`config.mk`:
```
export PLATFORM = sky130hd
export DESIGN_NAME = hdb3_decode_r
export DESIGN_NICKNAME = d
export VERILOG_FILES = /design/src/rtl/hdb3_decode_r_pkg.sv /design/src/rtl/hdb3_decode_r_viol_det.sv /design/src/rtl/hdb3_decode_r.sv
export SDC_FILE = /design/constraint.sdc
export NUM_CORES = 1
export LEC_CHECK = 0
export BUFFER_PORTS_ARGS = -buffer_cell sky130_fd_sc_hd__buf_2
export CAP_MARGIN = 15
export CORE_AREA = 2 2 39 41
export CTS_CLUSTER_SIZE = 30
export DETAILED_ROUTE_END_ITERATION = 6
export DIE_AREA = 0 0 41 43
export HOLD_SLACK_MARGIN = 0.08
export SLEW_MARGIN = 10
export SYNTH_ARGS = -nofsm -noshare
export SYNTH_HDL_FRONTEND = slang
export SYNTH_SLANG_ARGS = --single-unit
```
`constraint.sdc`:
```
create_clock -name i_clk -period 2.3 [get_ports i_clk]
set_input_delay 0.46 -clock i_clk [delete_from_list [all_inputs] [get_ports i_clk]]
set_output_delay 0.46 -clock i_clk [all_outputs]
set_load 0.01 [all_outputs]
```
`src/rtl/hdb3_decode_r_pkg.sv`:
```
// Shared HDB3 line-code constants for the encoder/decoder pair.
// Symbol encodings and the fixed decode latency live here so both ends agree.
package hdb3_decode_r_pkg;

    typedef logic [1:0] hdb3_sym_t;

    localparam hdb3_sym_t CODE_ZERO = 2'b00;
    localparam hdb3_sym_t CODE_POS  = 2'b01;
    localparam hdb3_sym_t CODE_NEG  = 2'b10;

    localparam int LATENCY = 4;

    // Valid-counter terminal value: o_valid is set on the LATENCY-th edge after reset.
    localparam logic [1:0] VALID_AT = 2'(LATENCY - 1);

endpackage

```
`src/rtl/hdb3_decode_r_viol_det.sv`:
```
// HDB3 polarity tracker: flags marks, bipolar violations and line-code errors.
// Holds the last mark polarity, the first-mark flag and a saturating zero-run count.
module hdb3_viol_det
    import hdb3_decode_r_pkg::*;
#(
    parameter hdb3_sym_t P_CODE_ZERO = CODE_ZERO,
    parameter hdb3_sym_t P_CODE_POS  = CODE_POS,
    parameter hdb3_sym_t P_CODE_NEG  = CODE_NEG
)(
    input  logic       clk,
    input  logic       rst_n,
    input  hdb3_sym_t  code,
    input  logic       win_busy,
    output logic       mark,
    output logic       viol,
    output logic       code_err
);

    logic       is_pos;
    logic       is_neg;
    logic       illegal;
    logic       last_pos_reg;
    logic       seen_reg;
    logic [1:0] zrun_reg;

    always_comb begin
        is_pos   = (code == P_CODE_POS);
        is_neg   = (code == P_CODE_NEG);
        mark     = is_pos | is_neg;
        illegal  = !mark && (code != P_CODE_ZERO);
        viol     = mark & seen_reg & (is_pos == last_pos_reg);
        // Illegal symbols count as zeros for the run-length rule.
        code_err = illegal
                 | (viol & win_busy)
                 | (!mark & seen_reg & (zrun_reg == 2'd3));
    end

    always_ff @(posedge clk) begin
        if (!rst_n) begin
            last_pos_reg <= 1'b0;
            seen_reg     <= 1'b0;
            zrun_reg     <= 2'd0;
        end else if (mark) begin
            last_pos_reg <= is_pos;
            seen_reg     <= 1'b1;
            zrun_reg     <= 2'd0;
        end else if (zrun_reg != 2'd3) begin
            zrun_reg     <= zrun_reg + 2'd1;
        end
    end

endmodule

```
`src/rtl/hdb3_decode_r.sv`:
```
// Registered HDB3 decoder: strips 000V/B00V windows and recovers NRZ data
// at a fixed latency of four cycles, with a one-cycle code-error pulse.
module hdb3_decode_r
    import hdb3_decode_r_pkg::*;
#(
    parameter hdb3_sym_t P_CODE_ZERO = CODE_ZERO,
    parameter hdb3_sym_t P_CODE_POS  = CODE_POS,
    parameter hdb3_sym_t P_CODE_NEG  = CODE_NEG
)(
    input  logic       i_clk,
    input  logic       i_rst_n,
    input  hdb3_sym_t  i_hdb3_code,
    output logic       o_data,
    output logic       o_valid,
    output logic       o_err
);

    logic               mark;
    logic               viol;
    logic               code_err;
    logic [LATENCY-1:0] d_reg;
    logic [LATENCY-1:0] d_next;
    logic [1:0]         vcnt_reg;
    logic               data_reg;
    logic               valid_reg;
    logic               err_pend_reg;
    logic               err_reg;

    hdb3_viol_det #(
        .P_CODE_ZERO (P_CODE_ZERO),
        .P_CODE_POS  (P_CODE_POS),
        .P_CODE_NEG  (P_CODE_NEG)
    ) u_viol_det (
        .clk      (i_clk),
        .rst_n    (i_rst_n),
        .code     (i_hdb3_code),
        .win_busy (d_reg[0] | d_reg[1]),
        .mark     (mark),
        .viol     (viol),
        .code_err (code_err)
    );

    // A V zeroes itself and the three symbols before it, covering both 000V and B00V.
    assign d_next[0] = viol ? 1'b0 : mark;

    genvar gi;
    generate
        for (gi = 1; gi < LATENCY; gi++) begin : g_dly
            assign d_next[gi] = viol ? 1'b0 : d_reg[gi-1];
        end
    endgenerate

    always_ff @(posedge i_clk) begin
        if (!i_rst_n) begin
            d_reg        <= '0;
            vcnt_reg     <= 2'd0;
            data_reg     <= 1'b0;
            valid_reg    <= 1'b0;
            err_pend_reg <= 1'b0;
            err_reg      <= 1'b0;
        end else begin
            d_reg        <= d_next;
            data_reg     <= d_reg[LATENCY-1];
            // Two-stage error path so o_err leads the affected o_data by three cycles.
            err_pend_reg <= code_err;
            err_reg      <= err_pend_reg;
            if (vcnt_reg != VALID_AT) begin
                vcnt_reg <= vcnt_reg + 2'd1;
            end else begin
                valid_reg <= 1'b1;
            end
        end
    end

    assign o_data  = data_reg;
    assign o_valid = valid_reg;
    assign o_err   = err_reg;

endmodule

```
==> flow_summary.toml <==
[clock_network]
cts_sinks = 14
root_buffer = "clkbuf_4"
hold_buffers = 0
clock_latency_ps = 280
post_cts_resized = 0
post-cts-setup-buffers = 0
path_clk_slew_ps = 80
clk_path_buf_depth = 2
cts_tree = "yes"
cts_buffers = 3
htree_levels = 1

[timing]
final.setup.tns_ps = 0
finalClockSkew_ps = 4.43
hold_viol = 0
max_freq_ghz = 0.789
worst_pin_slew_ps = 176
setup_violations = 0
finalCritPeriodShare = 0.551
min_period_ps = 1270
drv_slew = 0
slew_headroom = 0.882
rsz0062_at_grt = "false"

[detailed_routing]
dr.pass1.iters = 2
num_vias = 316
antenna_left = 0
wl_per_cell_um = 9.24
wl_um = 665
drt_iter0_markers = 1
drcViolationCount = 0
avgViaCountPerCell = 4.39

[worst_setup_path]
crit_buf_inv = 1
r2r_slack_ps = 1180
path_class = "primary input to flop"
cp-start-kind = "primary input"
critPathMaxStageDelay_ps = 360
r2r.worst_path.cells = 3
r2r-start = "u_viol_det.zrun_reg[0]"
cp_top_family = "adder cells"
end_kind = "flop"
crit_required_ps = 2480
rr_endpoint = "err_pend_reg"
path_max_fanout = 6
cp_slowest_cell = "ha_1"
cp.arrival_ps = 1440
path_cells = "buf_2 > ha_1 > nand2b_4 > o21a_1 > and2_1"

[finish]
utilization = 0.440
syn2layout_area_growth_pct = 15.4
largest_register_ffs = 4
drive_above_1_share = 0.196
n_fill_cell = 144
antenna_cells = 0
final_common_cell = "dfxtp_1"
final_cell_mix = "dfxtp_1 (14), and2_1 (6), buf_2 (6)"
layout.cells.non_filler = 72
final_nets = 65

[floorplan]
ios = 7
dieHeight_um = 43
coreArea_mm2 = 0.00138
num_rows = 14
die_w_um = 41
start_util = 0.382
dieArea_mm2 = 0.00176

[place]
gp_congestion = 0.657
dp.cells = 68
dp.final_hpwl_um = 478
port_buffers = 6

[power_and_ir_drop]
powerDensity_mw_per_mm2 = 832
seqPwrFrac = 0.540
switching_share = 0.227
ir_drop_v = 0.000486
combPwrFrac = 0.116
p_int_uw = 392
p_clk_frac = 0.344
p_leak_uw = 0.000290
p_switching_uw = 115

[synth]
avgSynthCellArea_um2 = 11.2
netlist.area_leader.share = 0.531
syn-num-nets = 55
synth_area_leaders = "dfxtp_1 (53%), ha_1 (9.5%), and2_1 (7.1%)"
ys_types = 18
synth_seq_area_share = 0.531
synth_cells = 47
synth-seq-cells = 14
yosys_warnings = 0
synth_top_area_cell = "dfxtp_1"
synth_area_um2 = 528

[job]
drv_cap = 0

[global_route]
grt_max_degree = 11
grt_pass1_vias = 310
antenna_found_initial = 0
grt_use_total = 0.105
grt.overflow.total = 0
grt_pass1_wl_um = 1170

[min_path]
hold_depth = 1
hold_start = "d_reg[2]"
hold-path-endpoint = "d_reg[3]"
hp-class = "flop to flop"

[run_status]
status = "finished clean"
==> how the worst max path moves through the flow <==
stage                   start        to  slack, ps  cells past startpoint
2_1_floorplan  i_hdb3_code[1]  d_reg[1]        910                      5
3_3_place_gp   i_hdb3_code[0]  d_reg[0]        740                      5
3_5_place_dp   i_hdb3_code[0]  d_reg[0]        740                      5
4_1_cts        i_hdb3_code[0]  d_reg[0]       1040                      5
5_1_grt        i_hdb3_code[1]  d_reg[2]        980                      6
6_report       i_hdb3_code[0]  d_reg[2]       1030                      5
==> cells in the mapped netlist <==
cell	count
nand2_1	1
and3_1	1
xnor2_1	1
o31a_1	1
mux2i_1	3
dfxtp_1	14
xor2_1	2
buf_2	1
nor3_1	1
nor2b_1	2
a21boi_0	1
and2b_1	1
nor2_1	3
inv_1	2
nand2b_4	1
and2_1	6
o21a_1	2
ha_1	4
==> power by group through the flow <==
stage | clock network [µW] | registers, µW | logic (µW)
floorplan | 0 | 279 | 46.6
global placement | 0 | 279 | 58.0
detailed placement | 0 | 280 | 60.0
CTS | 182 | 274 | 60.2
global route | 191 | 277 | 69.6
finish | 175 | 274 | 58.9
==> through the flow <==
step | hold WS [ps] | instance area [µm²] | setup WS (ps) | power (µW)
after floorplan | 406 | 528 | 909 | 326
after global placement | 415 | 573 | 744 | 337
after detailed placement | 419 | 573 | 737 | 340
after CTS | 444 | 609 | 1040 | 516
after global routing | 457 | 609 | 983 | 538
final | 437 | 609 | 1030 | 507
==> final cells by class <==
class | instances | area [µm²] | share of cell area
tap | 16 | 20.0 | 0.0329
sequential | 14 | 280 | 0.460
clock buffer | 4 | 36.3 | 0.0595
multi-input combinational | 30 | 235 | 0.386
inverter | 2 | 7.51 | 0.0123
timing repair buffer | 6 | 30.0 | 0.0493
==> per-layer routing <==
metal	GRT usage	share of wire
met1	0.107	0.52
met2	0.147	0.41
met3	0.0942	0.066
met4	0.0400	0
met5	0	0
==> cell families (layout without fill, tap and decap cells) <==
logic type / Yosys count / count (layout) / share of synthesized area
buf+inv: 3 / 12 / 0.0237
xor+xnor: 3 / 3 / 0.0498
flops: 14 / 14 / 0.531
mux: 3 / 3 / 0.0569
simple gates: 16 / 16 / 0.185
compound gates: 4 / 4 / 0.0592
fa+ha+maj: 4 / 4 / 0.0948
No activity file was read; power rests on OpenSTA's default activity.
